==> config.mk <==
export PLATFORM = sky130hd
export DESIGN_NAME = noc_output_allocator
export DESIGN_NICKNAME = d
export VERILOG_FILES = /design/src/rtl/noc_output_allocator.sv
export SDC_FILE = /design/constraint.sdc
export NUM_CORES = 1
export LEC_CHECK = 0
export CAP_MARGIN = 0
export CORE_AREA = 3 3 319 321
export CTS_BUF_LIST = sky130_fd_sc_hd__clkbuf_8
export CTS_CLUSTER_DIAMETER = 200
export DETAILED_ROUTE_END_ITERATION = 10
export DIE_AREA = 0 0 322 324
export GPL_ROUTABILITY_DRIVEN = 0
export PLACE_DENSITY = 0.35
export SETUP_SLACK_MARGIN = 0.5
export SLEW_MARGIN = 30
export SYNTH_ARGS = -nofsm -noshare
export SYNTH_HDL_FRONTEND = slang
export SYNTH_SLANG_ARGS = --single-unit
==> constraint.sdc <==
create_clock -name clk_noc -period 11.16 [get_ports clk_noc]
set_clock_uncertainty 0.1 [all_clocks]
set_input_delay 2.79 -clock clk_noc [delete_from_list [all_inputs] [get_ports clk_noc]]
set_output_delay 2.79 -clock clk_noc [all_outputs]
set_load 0.005 [all_outputs]
==> src/rtl/noc_output_allocator.sv <==
// Output-port allocator: round-robin arbitration with wormhole lock, downstream
// credit tracking, and a registered link stage for the granted flit.
module noc_output_allocator #(
    parameter int NUM_INPUTS        = 5,
    parameter int FLIT_WIDTH        = 128,
    parameter int DEST_WIDTH        = 6,
    parameter int FLIT_BUFFER_DEPTH = 4,
    parameter int CNT_W             = $clog2(FLIT_BUFFER_DEPTH + 1)
) (
    input  logic                             clk_noc,
    input  logic                             rst_n,
    input  logic [NUM_INPUTS-1:0]            req,
    input  logic [NUM_INPUTS*FLIT_WIDTH-1:0] req_data,
    input  logic [NUM_INPUTS*DEST_WIDTH-1:0] req_dest,
    input  logic [NUM_INPUTS-1:0]            req_is_tail,
    output logic [NUM_INPUTS-1:0]            grant,
    output logic [FLIT_WIDTH-1:0]            data_out,
    output logic [DEST_WIDTH-1:0]            dest_out,
    output logic                             is_tail_out,
    output logic                             send_out,
    input  logic                             credit_in,
    output logic [CNT_W-1:0]                 credit_count,
    output logic                             locked,
    output logic                             credit_overflow
);

    localparam int IDX_W = (NUM_INPUTS > 1) ? $clog2(NUM_INPUTS) : 1;
    localparam logic [IDX_W-1:0] LAST_IDX   = IDX_W'(NUM_INPUTS - 1);
    localparam logic [CNT_W-1:0] CREDIT_MAX = CNT_W'(FLIT_BUFFER_DEPTH);

    typedef enum logic {IDLE = 1'b0, LOCKED = 1'b1} state_e;

    state_e           state_q, state_d;
    logic [IDX_W-1:0] owner_q, owner_d;
    logic [IDX_W-1:0] rr_ptr_q, rr_ptr_d;
    logic [CNT_W-1:0] credit_q, credit_d;
    logic             overflow_q, overflow_d;

    logic                  send_q;
    logic [FLIT_WIDTH-1:0] data_q;
    logic [DEST_WIDTH-1:0] dest_q;
    logic                  tail_q;

    logic                  hi_found, lo_found;
    logic [IDX_W-1:0]      hi_idx, lo_idx, sel_idx;
    logic                  sel_valid, grant_en;
    logic [FLIT_WIDTH-1:0] sel_data;
    logic [DEST_WIDTH-1:0] sel_dest;
    logic                  sel_tail;

    // Round-robin search split into two passes: requesters at or above
    // rr_ptr take priority, otherwise the lowest index wraps around.
    always_comb begin
        hi_found = 1'b0;
        lo_found = 1'b0;
        hi_idx   = '0;
        lo_idx   = '0;
        for (int i = NUM_INPUTS - 1; i >= 0; i--) begin
            if (req[i]) begin
                lo_found = 1'b1;
                lo_idx   = IDX_W'(i);
                if (IDX_W'(i) >= rr_ptr_q) begin
                    hi_found = 1'b1;
                    hi_idx   = IDX_W'(i);
                end
            end
        end
        if (state_q == LOCKED) begin
            sel_idx   = owner_q;
            sel_valid = req[owner_q];
        end else if (hi_found) begin
            sel_idx   = hi_idx;
            sel_valid = 1'b1;
        end else begin
            sel_idx   = lo_idx;
            sel_valid = lo_found;
        end
        grant_en = sel_valid && (credit_q != '0);
    end

    always_comb begin
        grant    = '0;
        sel_data = '0;
        sel_dest = '0;
        sel_tail = 1'b0;
        for (int i = 0; i < NUM_INPUTS; i++) begin
            if (grant_en && (sel_idx == IDX_W'(i))) begin
                grant[i] = 1'b1;
                sel_data = req_data[i*FLIT_WIDTH +: FLIT_WIDTH];
                sel_dest = req_dest[i*DEST_WIDTH +: DEST_WIDTH];
                sel_tail = req_is_tail[i];
            end
        end
    end

    always_comb begin
        state_d    = state_q;
        owner_d    = owner_q;
        rr_ptr_d   = rr_ptr_q;
        credit_d   = credit_q;
        overflow_d = overflow_q;
        if (grant_en) begin
            if (sel_tail) begin
                state_d  = IDLE;
                rr_ptr_d = (sel_idx == LAST_IDX) ? '0 : sel_idx + IDX_W'(1);
            end else if (state_q == IDLE) begin
                state_d = LOCKED;
                owner_d = sel_idx;
            end
        end
        // A returned credit and a sent flit in the same cycle cancel out.
        if (grant_en && !credit_in) begin
            credit_d = credit_q - CNT_W'(1);
        end else if (!grant_en && credit_in) begin
            if (credit_q == CREDIT_MAX) begin
                overflow_d = 1'b1;
            end else begin
                credit_d = credit_q + CNT_W'(1);
            end
        end
    end

    always_ff @(posedge clk_noc or negedge rst_n) begin
        if (!rst_n) begin
            state_q    <= IDLE;
            owner_q    <= '0;
            rr_ptr_q   <= '0;
            credit_q   <= CREDIT_MAX;
            overflow_q <= 1'b0;
        end else begin
            state_q    <= state_d;
            owner_q    <= owner_d;
            rr_ptr_q   <= rr_ptr_d;
            credit_q   <= credit_d;
            overflow_q <= overflow_d;
        end
    end

    always_ff @(posedge clk_noc or negedge rst_n) begin
        if (!rst_n) begin
            send_q <= 1'b0;
            data_q <= '0;
            dest_q <= '0;
            tail_q <= 1'b0;
        end else begin
            send_q <= grant_en;
            if (grant_en) begin
                data_q <= sel_data;
                dest_q <= sel_dest;
                tail_q <= sel_tail;
            end
        end
    end

    assign data_out        = data_q;
    assign dest_out        = dest_q;
    assign is_tail_out     = tail_q;
    assign send_out        = send_q;
    assign credit_count    = credit_q;
    assign locked          = (state_q == LOCKED);
    assign credit_overflow = overflow_q;

endmodule

==> run summary, run 1 <==
The type of the most critical hold path was reg2reg. Post-detailed-placement cell area: 0.0216 mm^2. The later pin in the worst-skew pair is clocked with a latency of 0.59 ns. The logs give 124 mm for the global-route wire length before repair and 90.0 mm for the total detailed-routing wirelength. In this run, placement finished with an instance count of 3497. In the routed design, unresolved DRC markers number 0. The core footprint is 0.0996 mm^2. The critical path is of the in2out type.

The share of flip-flops with an asynchronous set or reset after synthesis was 1.00; the static leakage power was 7.84 nW. Synthesis inferred 147 register bits. The Yosys step of the flow raised 0 warnings. The combined area of all synthesized cells is 0.0122 mm^2, and the combined global-route utilization of all metal layers is 0.164.

The count of cells resized by post-cts repair was 0; the length of the first detailed-routing pass in iterations was 5. Data on the critical path arrives at its endpoint at 6.27 ns. Setup slack on the worst reg-to-reg path comes out at 5.88 ns. The net total in the final layout is 2910, and the share of post-route cells with drive strength above 1 is 0.0646.

The launching element type of the critical path was an input port. The logs give 0.287 for the met2 track demand over resource in global routing and 0 for the count of final max-slew check failures. The logs give 97 for the pin count of the biggest net entering global routing and 1526 for the post-synthesis instance total. The count of final hold-check violations is 0, and the highest clock rate is 0.109 GHz. For this design, the sink count on the clock tree is 147. After clock tree synthesis, the clock-pin slew on the worst setup and hold paths is 0.10 ns.

The number of buffer cells added on primary ports was 828. The worst hold path terminates at credit_overflow. The finished cells cover 0.0220 mm^2. The number of global-route vias before repair is 16300, and the average instance area after synthesis is 7.96 um^2. Met1 track demand over resource in global routing: 0.191. The worst setup path is captured at an output pin.

For the final routed database, the setup TNS stands at 0 ns. After floorplanning, the core was divided into 116 placement rows. The part of the Yosys area used for sequential elements is 0.303.

When the netlist entered floorplanning its net count stood at 2217. The clock buffer count from CTS is 17. Using the TritonRoute via totals, the vias-per-cell ratio works out to 4.41.

The most frequently used flop master after synthesis is sky130_fd_sc_hd__dfrtp_1. The number of distinct library cells after synthesis was 61; the number of enable flip-flop cells after synthesis was 0. The total overflow left after global routing is 0. The power density normalized to cell area came out at 307 mW/mm^2.

The worst register-to-register path begins at rr_ptr_q[2]. In this run the count of I/O pins placed on the die edge is 829. The share of the clock period used by the worst path was 0.821.

The end of the worst register-to-register path is rr_ptr_q[2]. The number of DRC markers after the initial detailed-route iteration was 781; the area growth from synthesis to final layout was 81.0%. The number of antenna violations at the first check in global routing is 20. The layout has 11000 filler cells. Across the VDD grid, the largest voltage drop is 0.254 mV.

The number of cells on the worst reg-to-reg path is 13. The vertical die dimension came out at 324 um. Setup violations remaining at the end of the flow were counted as 0. The worst slew margin relative to its limit came out at 0.350.

Setup repair after global routing left no endpoint under its margin. The layer carrying the most global-route usage was met2. The logs give 0.398 ns for the worst hold slack and 0.221 for the final design utilization.

The worst hold path begins at credit_overflow. Dividing the detail-routed wire length by the instance count gives 25.4 um. The worst-case clock buffer depth came out at 2. The count of cells in the finished layout, fillers not included, comes to 3543. The floorplan step set the die width to 322 um. At the pin with the least slew margin, the transition time is 0.974 ns.

The multi-input combinational cells in the finished layout cover a total of 0.00769 mm^2. The run gives 0.122 as the effective utilization at floorplan. The worst path in the final design needs a cycle of 9.16 ns, including I/O delays and setup. The die covers 0.104 mm^2. The run gives 0 as the total of max-cap violations.

The number of hold-repair buffers added at the cts stage came out at 0. The run gives 0.00368 mm^2 as the sequential cell area in the final layout. The run gives 0 as the number of buffers inserted by post-CTS setup repair.

TritonCTS built the clock tree. The run finished with clean final reports. The number of instances on the worst hold path is 1. The tools report the cell at the root of the clock tree as sky130_fd_sc_hd__clkbuf_8. In this run the remaining antenna-violating nets after routing total 0. The tools report the deepest level of the CTS H-tree as 4.

The peak fanout along the critical path works out to 12. The run gives 15600 as the via count. The global routing met3 resource utilization is 0.0458.

Detailed placement ended at an HPWL of 66.5 mm. At the worst endpoint, the required time is 8.27 ns.
-- where the power goes --
| group | internal (mW) | switching (mW) | total [mW] |
|---|---|---|---|
| clock | 0.202 | 0.268 | 0.470 |
| sequential | 0.799 | 0.176 | 0.976 |
| combinational | 2.09 | 3.22 | 5.31 |
| total | 3.09 | 3.67 | 6.75 |
-- through the flow --
| step | power [mW] | worst slack [ns] |
|---|---|---|
| floorplan | 4.20 | 3.18 |
| global placement | 6.37 | 2.05 |
| detailed placement | 6.39 | 2.00 |
| CTS | 6.90 | 1.99 |
| global route | 7.33 | 1.81 |
| finish | 6.75 | 2.00 |
-- metal layers --
metal	wire (um)	vias up
li1	-	7153
met1	35700	7761
met2	45500	623
met3	6340	79
met4	2380	6
met5	35	-
-- critical path, stage by stage --
cell and delay (ns):
sky130_fd_sc_hd__clkdlybuf4s50_1 0.65, sky130_fd_sc_hd__nor2b_2 0.11, sky130_fd_sc_hd__a211oi_4 0.44, sky130_fd_sc_hd__o32ai_1 0.19, sky130_fd_sc_hd__mux2_2 0.35, sky130_fd_sc_hd__inv_1 0.17, sky130_fd_sc_hd__ha_4 0.15, sky130_fd_sc_hd__inv_1 0.08
sky130_fd_sc_hd__a2111o_2 0.51, sky130_fd_sc_hd__nor2_1 0.18, sky130_fd_sc_hd__clkdlybuf4s50_1 0.64
-- registers in the layout (all words and copies together) (netlist names) --
register         flops
credit_count         3
data_out           128
owner_q              3
credit_overflow      1
dest_out             6
is_tail_out          1
rr_ptr_q             3
send_out             1
locked               1
-- final cells by class --
class,count,share of cell area
antenna,15,0.00171
clock buffer,19,0.0119
clock inverter,11,0.00455
inverter,17,0.00290
multi-input combinational,1181,0.350
sequential,147,0.167
tap,1298,0.0738
timing repair buffer,855,0.388
-- cells by family after synthesis --
family	count (synthesis)	synth area share
DFF	147	0.303
muxes	2	0.00278
and+or+nand+nor	444	0.199
adders and majority gates	8	0.00885
buffers and inverters	198	0.0719
xor gates and xnor gates	1	0.000721
AOI/OAI and AO/OA	726	0.414
-- worst max path at each step --
stage               slack [ns]  cells after the start  endpoint    from
global placement          2.05                     11  grant[4]  req[3]
floorplan                 3.18                     10  grant[3]  req[3]
global route              1.81                     11  grant[4]  req[3]
finish                    2.00                     11  grant[4]  req[3]
CTS                       1.99                     11  grant[4]  req[3]
detailed placement        2.00                     11  grant[4]  req[3]
-- cells in the final DEF, fill, tap and decap left out, types with 10 or more instances in the layout --
cell type                         instances
sky130_fd_sc_hd__clkdlybuf4s50_1        827
sky130_fd_sc_hd__buf_4                   21
sky130_fd_sc_hd__a21oi_1                408
sky130_fd_sc_hd__o31ai_2                 70
sky130_fd_sc_hd__inv_1                   23
sky130_fd_sc_hd__nand2_1                 10
sky130_fd_sc_hd__dfrtp_1                146
sky130_fd_sc_hd__o31ai_1                 65
sky130_fd_sc_hd__nand3b_1               135
sky130_fd_sc_hd__clkbuf_8                19
sky130_fd_sc_hd__diode_2                 15
sky130_fd_sc_hd__a2bb2oi_1              133
sky130_fd_sc_hd__nand3_1                135
sky130_fd_sc_hd__nor2_1                 142
-- cell usage after synthesis, types with 4 or more instances --
master,count,area (um^2)
sky130_fd_sc_hd__o31ai_1,65,488
sky130_fd_sc_hd__dfrtp_1,146,3650
sky130_fd_sc_hd__o31ai_2,70,876
sky130_fd_sc_hd__clkbuf_1,91,342
sky130_fd_sc_hd__nand2_1,10,37.5
sky130_fd_sc_hd__nand3_1,135,676
sky130_fd_sc_hd__a21oi_1,408,2040
sky130_fd_sc_hd__o311ai_0,4,35.0
sky130_fd_sc_hd__buf_6,9,101
sky130_fd_sc_hd__buf_2,50,250
sky130_fd_sc_hd__o21ai_0,5,25.0
sky130_fd_sc_hd__nor2_1,142,533
sky130_fd_sc_hd__buf_1,31,116
sky130_fd_sc_hd__ha_1,7,87.6
sky130_fd_sc_hd__a2bb2oi_1,133,1160
sky130_fd_sc_hd__nand3b_1,135,1010
sky130_fd_sc_hd__nor3_1,5,25.0
sky130_fd_sc_hd__inv_1,17,63.8
sky130_fd_sc_hd__a21o_1,6,45.0
Power figures use the tool's default switching activity.
==> run 2, diff against run 1 <==
--- a/config.mk
+++ b/config.mk
@@ -6,13 +6,13 @@
 export NUM_CORES = 1
 export LEC_CHECK = 0
 export CAP_MARGIN = 0
-export CORE_AREA = 3 3 319 321
+export CORE_AREA = 3 3 317 319
 export CTS_BUF_LIST = sky130_fd_sc_hd__clkbuf_8
 export CTS_CLUSTER_DIAMETER = 200
 export DETAILED_ROUTE_END_ITERATION = 10
-export DIE_AREA = 0 0 322 324
+export DIE_AREA = 0 0 320 322
 export GPL_ROUTABILITY_DRIVEN = 0
-export PLACE_DENSITY = 0.35
+export PLACE_DENSITY = 0.37
 export SETUP_SLACK_MARGIN = 0.5
 export SLEW_MARGIN = 30
 export SYNTH_ARGS = -nofsm -noshare
==> constraint.sdc (replaced) <==
create_clock -name clk_noc -period 8.35 [get_ports clk_noc]
set_clock_uncertainty 0.1 [all_clocks]
set_input_delay 2.0875 -clock clk_noc [delete_from_list [all_inputs] [get_ports clk_noc]]
set_output_delay 2.0875 -clock clk_noc [all_outputs]
set_load 0.005 [all_outputs]
==> run 2 against run 1 <==
Effect of this change:
- utilization grew 0.39 points
- flip-flop and latch count is the same
- combinational power grew 33%
- count of clock-buffer cells in the layout grew 2
- hold slack lost 0.0097 ns
- largest power group unchanged
- critical path type unchanged
- first-iteration DRC count grew 8.1%
- total power grew 34%
- sequential share of layout area is essentially flat
- design area grew 0.28%
- sequential power grew 31%
- critical path depth is the same
- non-clock buffer count shrank 1
==> run summary, run 2 (synthesis gave the netlist of run 1 again) <==
Post-CTS timing repair inserted 0 buffers for setup. The area growth from synthesis to final layout is 81.5%. The number of hold-repair buffers added at the cts stage was 0; the maximum resistive drop on vdd was 0.329 mV. The tools report the number of placed I/O pins as 829. Worst slew margin relative to its limit: 0.356.

The worst setup path is of the in2out kind. The number of global-route vias before repair came out at 16100. Before antenna repair, the detailed router went through 5 iterations.

The cell at the root of the clock tree was sky130_fd_sc_hd__clkbuf_8. The worst setup path startpoint was req[3]. The run gives 0 as the count of final max-slew check failures. The run gives 141 as the pin count of the biggest net entering global routing.

For the pin with the worst max-slew slack, the measured transition is 0.967 ns. The logs give 2909 for the net total in the final layout and 0.0981 mm^2 for the core footprint. The total detailed-routing wirelength was 87.2 mm; the static leakage power was 7.87 nW. The number of setup violations in the final report was 0; the share of post-route cells with drive strength above 1 was 0.0663. The die is 322 um tall.

For the clock latency at the later pin of the worst-skew pair, the log shows 0.61 ns. For this block, the via count after detailed routing is 15500. The type of the most critical hold path is reg2reg.

The endpoint identified for the worst register-to-register timing path is data_out[40]. The run finished with clean final reports. Setup repair after global routing left no endpoint under its margin.

The width of the die is 320 um. For the effective utilization at floorplan, the log shows 0.124. The register with the most flip-flops in the layout has 128 of them.

The worst setup path is launched from an input port. In the layout the commonest cells are sky130_fd_sc_hd__clkdlybuf4s50_1, sky130_fd_sc_hd__a21oi_1, sky130_fd_sc_hd__dfrtp_1, sky130_fd_sc_hd__nor2_1. The most common library cell in the layout ignoring fill and taps was sky130_fd_sc_hd__clkdlybuf4s50_1. The detail route stage leaves a number of antenna-violating nets equal to 0. The logs give 3.41 ns for the worst-case register-to-register setup slack and 0 for the count of unresolved DRC violations after routing.

Number of antenna violations at the first check in global routing: 15. Global routing finished with a remaining overflow of 0. The run gives 0 as the count of final hold-check violations. The run gives 0.162 as the combined global-route utilization of all metal layers.

The logs give 0.225 for the final design utilization and 64.7 mm for the detailed placement HPWL. In this run the core area contains 115 standard-cell rows. In this run the critical register-to-register path is launched from rr_ptr_q[2].

The peak fanout along the critical path works out to 7. Across the run, the number of max-cap violations was 0. The number of cells on the worst reg-to-reg path was 12. For the worst setup path, the data required time is 6.16 ns. The detail-routed via count per cell works out to 4.40. Average wire per cell in the routed design: 24.7 um.

The highest clock rate was 0.131 GHz; the minimum clock period was 7.63 ns. In this run the power density over the cells is 411 mW/mm^2. The H-tree was split into 4 levels. The global-route wire length before repair came out at 122 mm.

Following the worst setup path forward leads to its endpoint at grant[4]. The tools report the number of DRC markers after the initial detailed-route iteration as 844. TritonCTS built the clock tree. The die area is 0.103 mm^2. In the final timing run, aggregate negative setup slack is 0 ns. The worst-case clock buffer depth is 2.

STA classifies the critical path endpoint as an output pin. Clock-pin slew was measured on the worst setup and hold paths at 0.10 ns. At the worst endpoint, the arrival time is 5.44 ns.

The number of buffer cells added on primary ports is 828, and the count of cells resized by post-cts repair is 0. The share of the clock period used by the worst path was 0.913. The clock buffer count from CTS was 17. Counting every sink on the clock net gives 147.
[run 2: changes by cell type in the layout (fill, tap and decap cells not counted)]
cell and delta:
sky130_fd_sc_hd__buf_12 +3, sky130_fd_sc_hd__buf_16 -1, sky130_fd_sc_hd__buf_6 -4, sky130_fd_sc_hd__bufinv_16 +2, sky130_fd_sc_hd__clkbuf_8 +3, sky130_fd_sc_hd__clkinv_4 +2
sky130_fd_sc_hd__clkinvlp_4 -1, sky130_fd_sc_hd__diode_2 -5, sky130_fd_sc_hd__inv_1 -3
[run 2: power breakdown]
| part | switching, mW | internal (mW) | leakage, nW | total (mW) |
|---|---|---|---|---|
| combinational | 4.27 | 2.80 | 5.77 | 7.07 |
| sequential | 0.217 | 1.07 | 1.86 | 1.28 |
| clock | 0.368 | 0.354 | 0.240 | 0.722 |
[run 2: metal layers]
metal	global-route usage	share of wire	up-vias
met5	0	0.00072	-
met4	0.0422	0.015	10
met3	0.0448	0.067	58
met2	0.288	0.51	554
met1	0.192	0.41	7754
li1	-	-	7153
[run 2: metrics by stage]
| stage | total power [mW] | setup slack, ns | cell area (um^2) | std cells | hold WS [ns] |
|---|---|---|---|---|---|
| after global placement | 8.43 | 0.773 | 21600 | 3486 | 0.365 |
| after floorplan | 5.62 | 1.77 | 12200 | 1526 | 0.366 |
| after global routing | 9.80 | 0.522 | 22000 | 3521 | 0.419 |
| after CTS | 9.26 | 0.699 | 22000 | 3518 | 0.403 |
| final | 9.08 | 0.722 | 22100 | 3528 | 0.388 |
| after detailed placement | 8.48 | 0.711 | 21600 | 3486 | 0.371 |
[run 2: worst max-delay path, stage by stage]
cell and delay [ns]:
sky130_fd_sc_hd__clkdlybuf4s50_1 0.66, sky130_fd_sc_hd__nor2b_2 0.11, sky130_fd_sc_hd__a211oi_4 0.46, sky130_fd_sc_hd__o32ai_1 0.21, sky130_fd_sc_hd__mux2_2 0.36, sky130_fd_sc_hd__inv_1 0.16
sky130_fd_sc_hd__ha_4 0.20, sky130_fd_sc_hd__inv_1 0.10, sky130_fd_sc_hd__a2111o_2 0.40, sky130_fd_sc_hd__nor2_1 0.11, sky130_fd_sc_hd__clkdlybuf4s50_1 0.58
[run 2: area by class of cell]
cell class                 count  area, um^2
inverter                      17        63.8
antenna                       10        25.0
timing repair buffer         854        8540
sequential                   147        3680
tap                         1287        1610
clock inverter                11         159
clock buffer                  21         289
fill                       10900       76100
multi-input combinational   1181        7690
[run 2: worst min path at each step]
stage | endpoint | startpoint | slack (ns) | cells past startpoint
5_1_grt | data_out[57] | data_out[57] | 0.42 | 2
6_report | credit_overflow | credit_overflow | 0.39 | 1
3_5_place_dp | credit_overflow | credit_overflow | 0.37 | 1
3_3_place_gp | credit_overflow | credit_overflow | 0.37 | 1
4_1_cts | credit_overflow | credit_overflow | 0.40 | 1
2_1_floorplan | credit_overflow | credit_overflow | 0.37 | 1
==> run 3, diff against run 2 <==
--- a/config.mk
+++ b/config.mk
@@ -14,6 +14,7 @@
 export GPL_ROUTABILITY_DRIVEN = 0
 export PLACE_DENSITY = 0.37
 export SETUP_SLACK_MARGIN = 0.5
+export SKIP_LAST_GASP = 1
 export SLEW_MARGIN = 30
 export SYNTH_ARGS = -nofsm -noshare
 export SYNTH_HDL_FRONTEND = slang
==> results of run 3 <==
Final layout, timing and power as in run 2 (identical DEF).
